===== config.mk =====
export PLATFORM = sky130hd
export DESIGN_NAME = writeback_dest_pipe
export DESIGN_NICKNAME = d
export VERILOG_FILES = /design/src/rtl/writeback_dest_pipe.sv
export SDC_FILE = /design/constraint.sdc
export NUM_CORES = 1
export LEC_CHECK = 0
export BUFFER_PORTS_ARGS = -buffer_cell sky130_fd_sc_hd__buf_2
export CELL_PAD_IN_SITES_DETAIL_PLACEMENT = 0
export CELL_PAD_IN_SITES_GLOBAL_PLACEMENT = 1
export CORE_UTILIZATION = 38
export DETAILED_ROUTE_END_ITERATION = 10
export PLACE_DENSITY_LB_ADDON = 0.1
export RECOVER_POWER = 50
export REMOVE_ABC_BUFFERS = 1
export SLEW_MARGIN = 20
export SYNTH_ARGS = -nofsm -noshare
export SYNTH_HDL_FRONTEND = slang
export SYNTH_SLANG_ARGS = --single-unit

===== constraint.sdc =====
create_clock -name clk -period 4.7 [get_ports clk]
set_input_delay 0.235 -clock clk [delete_from_list [all_inputs] [get_ports clk]]
set_output_delay 0.235 -clock clk [all_outputs]
set_load 0.005 [all_outputs]

===== src/rtl/writeback_dest_pipe.sv =====
// Write-back destination pipeline: selects the destination register of each
// instruction, carries it through DEPTH valid/ready stages and exposes the
// in-flight writes as a busy bitmap with two source-register hazard queries.
module writeback_dest_pipe #(
    parameter int unsigned ADDR_W   = 5,
    parameter int unsigned DEPTH    = 2,
    parameter int unsigned LINK_REG = 31
) (
    input  logic                   clk,
    input  logic                   rst_n,
    input  logic                   flush,
    input  logic                   in_valid,
    output logic                   in_ready,
    input  logic [ADDR_W-1:0]      rt,
    input  logic [ADDR_W-1:0]      rd,
    input  logic [1:0]             reg_dst,
    input  logic                   reg_write,
    output logic                   out_valid,
    input  logic                   out_ready,
    output logic [ADDR_W-1:0]      write_register,
    output logic                   write_enable,
    output logic [2**ADDR_W-1:0]   busy,
    input  logic [ADDR_W-1:0]      src_a,
    input  logic [ADDR_W-1:0]      src_b,
    output logic                   hazard_a,
    output logic                   hazard_b
);

    localparam int unsigned NumRegs = 2 ** ADDR_W;

    logic [DEPTH-1:0]  validQ, validD;
    logic [DEPTH-1:0]  wenQ, wenD;
    logic [ADDR_W-1:0] destQ [DEPTH];
    logic [ADDR_W-1:0] destD [DEPTH];

    // take[i]: stage i can load this edge; take[DEPTH] is the consumer.
    logic [DEPTH:0]    take;
    logic [ADDR_W-1:0] selDest;
    logic              selWen;
    logic              accept;

    // Stage i can load when empty or when its own entry moves on downstream.
    always_comb begin
        take[DEPTH] = out_ready;
        for (int i = int'(DEPTH) - 1; i >= 0; i--) begin
            take[i] = !validQ[i] || take[i+1];
        end
    end

    // Destination select; a write to register 0 is treated as no write.
    always_comb begin
        selDest = '0;
        unique case (reg_dst)
            2'b00:   selDest = rt;
            2'b01:   selDest = rd;
            2'b10:   selDest = ADDR_W'(LINK_REG);
            default: selDest = '0;
        endcase
        selWen = reg_write && (reg_dst != 2'b11) && (selDest != '0);
    end

    assign in_ready = take[0] && !flush;
    assign accept   = in_valid && in_ready;

    // Next-state: flush clears every valid bit; otherwise shift into free stages.
    always_comb begin
        validD = validQ;
        wenD   = wenQ;
        for (int i = 0; i < int'(DEPTH); i++) begin
            destD[i] = destQ[i];
        end
        if (flush) begin
            validD = '0;
        end else begin
            if (take[0]) begin
                validD[0] = accept;
                if (accept) begin
                    destD[0] = selDest;
                    wenD[0]  = selWen;
                end
            end
            for (int i = 1; i < int'(DEPTH); i++) begin
                if (take[i]) begin
                    validD[i] = validQ[i-1];
                    if (validQ[i-1]) begin
                        destD[i] = destQ[i-1];
                        wenD[i]  = wenQ[i-1];
                    end
                end
            end
        end
    end

    // Stage registers with asynchronous clear.
    always_ff @(posedge clk or negedge rst_n) begin
        if (!rst_n) begin
            validQ <= '0;
            wenQ   <= '0;
            for (int i = 0; i < int'(DEPTH); i++) begin
                destQ[i] <= '0;
            end
        end else begin
            validQ <= validD;
            wenQ   <= wenD;
            for (int i = 0; i < int'(DEPTH); i++) begin
                destQ[i] <= destD[i];
            end
        end
    end

    // Busy bitmap: OR of one-hot destinations of all valid, enabled stages.
    always_comb begin
        busy = '0;
        for (int i = 0; i < int'(DEPTH); i++) begin
            if (validQ[i] && wenQ[i]) begin
                busy[destQ[i]] = 1'b1;
            end
        end
        busy[0] = 1'b0;
    end

    assign out_valid      = validQ[DEPTH-1];
    assign write_register = destQ[DEPTH-1];
    assign write_enable   = validQ[DEPTH-1] && wenQ[DEPTH-1];
    assign hazard_a       = busy[src_a];
    assign hazard_b       = busy[src_b];

    // NumRegs documents the bitmap size; it must match the busy port width.
    if ($bits(busy) != NumRegs) begin : gBadWidth
        $error("busy width mismatch");
    end

endmodule


==> reports/results.txt <==
Startpoint of the worst-slack reg-to-reg timing path - validQ[1]
Critical path data required time - 4470 ps
Fin Hold WS - 190 ps
Final setup skew - 0.590 ps
Number of warnings printed during yosys synthesis - 0
Vias in the first global route - 1582
Synthesized instance count - 192
Worst-case clock buffer depth - 2
Number of hold violations in the final report - 0
Count of state elements after synthesis - 14
Remaining routing DRC violations - 0
Transition time at the pin with the least slew margin - 847 ps
DPL Wire Length - 3930 µm
Starting Density - 39.4%
DR pass1 iterations - 4
Port Buffer Count - 68
Fin worst setup slack - 1930 ps
X dimension of the die - 69.2 µm
Syn avg cell area - 8.94 µm²
Critical path peak fanout - 8
Core outline area - 4350 µm²
Num Clock Sinks - 14
Tot Pwr - 437 µW
Highest ir drop seen on vdd - 0.170 mV
Result of the run - finished clean
Critical Path End Type - output port
Wirelength per Cell - 16.7 µm
Layout cells sized above 1 - 41.3%
Cell area reported after detailed placement - 2000 µm²
Count of nets after finishing - 272
Clk_lat worst skew - 240 ps
Placed cell count - 290
Aggregate global-route resource usage - 20.0%
Post-route setup TNS - 0 ps
Count of instances resized after the clock tree is built - 0
Fill cell total of the finished layout - 434
Post-Synthesis Cell Area - 1720 µm²
Post-layout instance area - 2040 µm²
CTS tree - yes
Number of routed nets with antenna violations - 0
R2R Setup Slk - 2800 ps
Number of setup buffers added after CTS - 0
Tightest Hold Check Type - input pin to flip-flop
Num CTS Buffers - 3
Distinct cell type count of the synthesized netlist - 48
First-pass GRT wire length - 7900 µm
Global route total overflow - 0
Total of endpoints with negative setup slack in the final report - 0
Number of antenna violations at the first check in global routing - 0
Boundary pin count - 70
FFs w/ async S/R, synth - 100%
Critical setup path kind - flip-flop to output port
Leading cell type in the layout, fill and taps excluded - buf_2
Pin count of the biggest net entering global routing - 15
Met1 usage in global routing - 25.9%
GR Layer Usage met2 - 33.9%
Startpoint class of the critical path - flip-flop
Clock transition time at the flip-flop clock pins of the worst setup and hold paths - 50 ps
N_diodes - 0
Count of final max-slew check failures - 0
Area grow syn2layout - 19.1%
Most frequently used flop master after synthesis - dfrtp_1
DR vias/cell - 6.12
Overall routed net length - 4900 µm
Max Cap Violations - 0
Routing layer with the top usage in global route - met2
Core Rows - 24
Source of the critical timing path - destQ[6]
Arrival @ worst endpoint - 2540 ps
Depth of the worst register-to-register path - 3
Unrepaired setup endpoints after global routing - no
CTS H-tree depth - 1
Highest Clock Rate - 0.361 GHz
Max-slew headroom at the worst pin - 43.4%
Final non-filler cell total - 294
Part of the cycle the worst path needs - 58.9%
Area of the die - 4790 µm²
Worst slack after detailed placement - 2210 ps
Die Span Y - 69.2 µm
Capture instance of the worst register-to-register path - write_register[1]
Leak pwr - 0.933 nW
Fraction of the yosys area taken by sequential cells - 20.4%
Met3 Usage GRT - 2.76%
CTS root buffer - clkbuf_8
End point of the critical path - hazard_a
Iteration-0 DRC Markers - 70
Commonest non-fill, non-tap cells in the layout - 62 x buf_2, 27 x o22ai_1, 18 x o21ai_0
CTS Hold Bufs - 1
Number of enable-type register cells in the synthesized netlist - 0
RePlAce Congestion - 0.793
Share of the core filled with cells in the final layout - 47.0%
PwrDens - 214 nW/µm²
Minimum clock period after layout - 2770 ps
Via count - 1798
==> layout make-up <==
| class | instances | area, µm² | share of cell area [%] |
|---|---|---|---|
| multi-input cells | 144 | 1200 | 58.6 |
| flip-flops and latches | 14 | 350 | 17.1 |
| repair buffers | 69 | 345 | 16.9 |
| well taps | 52 | 65.1 | 3.18 |
| inverters | 12 | 45.0 | 2.20 |
| clock buffers | 3 | 41.3 | 2.02 |
==> how the worst min path moves through the flow <==
stage	slack, ps	endpoint	depth (start not counted)	start
2_1_floorplan	-60	destQ[5]	0	rst_n
3_3_place_gp	140	destQ[7]	1	rst_n
3_5_place_dp	140	write_register[3]	1	rst_n
4_1_cts	190	validQ[1]	2	flush
5_1_grt	200	validQ[1]	2	flush
6_report	190	validQ[1]	2	flush
==> power breakdown <==
group / leakage, nW / internal, mW / switching (mW)
sequential: 0.175 / 0.143 / 0.0459
clock: 0.0216 / 0.0565 / 0.0377
combinational: 0.737 / 0.0792 / 0.0742
total: 0.933 / 0.279 / 0.158
==> cells in the mapped netlist, drive strengths merged, types with 2 or more instances <==
| library cell | count | area [µm²] |
|---|---|---|
| a211oi | 2 | 20.0 |
| a21oi | 3 | 15.0 |
| buf | 16 | 101 |
| clkbuf | 6 | 22.5 |
| dfrtp | 14 | 350 |
| inv | 12 | 45.0 |
| mux2 | 6 | 67.6 |
| mux2i | 10 | 100 |
| mux4 | 11 | 248 |
| nand2 | 7 | 26.3 |
| nand3 | 6 | 30.0 |
| nand3b | 9 | 67.6 |
| nand4 | 3 | 25.0 |
| nand4b | 4 | 41.3 |
| nand4bb | 2 | 22.5 |
| nor2 | 4 | 15.0 |
| o21ai | 19 | 95.1 |
| o22a | 4 | 38.8 |
| o22ai | 27 | 169 |
| o311ai | 2 | 17.5 |
| or2 | 3 | 18.8 |
| or3 | 2 | 13.8 |
| or3b | 6 | 57.6 |
==> critical path, cell delays in order (launching register included) <==
cell and delay, ps:
dfrtp_1 430, nand4b_1 440, o22a_2 390, mux4_2 480
a221oi_2 280, o211a_1 160, buf_2 100
==> flip-flops by register name, indices dropped and copies added, names as in the netlist <==
register and cells:
destQ 5, write_register 5, validQ 2, wenQ 2
==> metal layers <==
metal  part of all wire [%]  routed length, µm
met1                     44               2160
met5                      0                  0
met4                    1.9                 95
met2                     49               2390
met3                    5.2                257
==> kinds of logic (layout without fill, tap and decap cells) <==
kind of cell	after synthesis	after routing	share of synthesized area [%]
flip-flops	14	14	20.4
AND/OR/NAND/NOR	52	52	20.8
other	1	1	0.218
multiplexers	27	27	24.2
buffers and inverters	34	84	9.84
AO/OA/AOI/OAI	64	64	24.6
(Power assumes the default switching activity.)
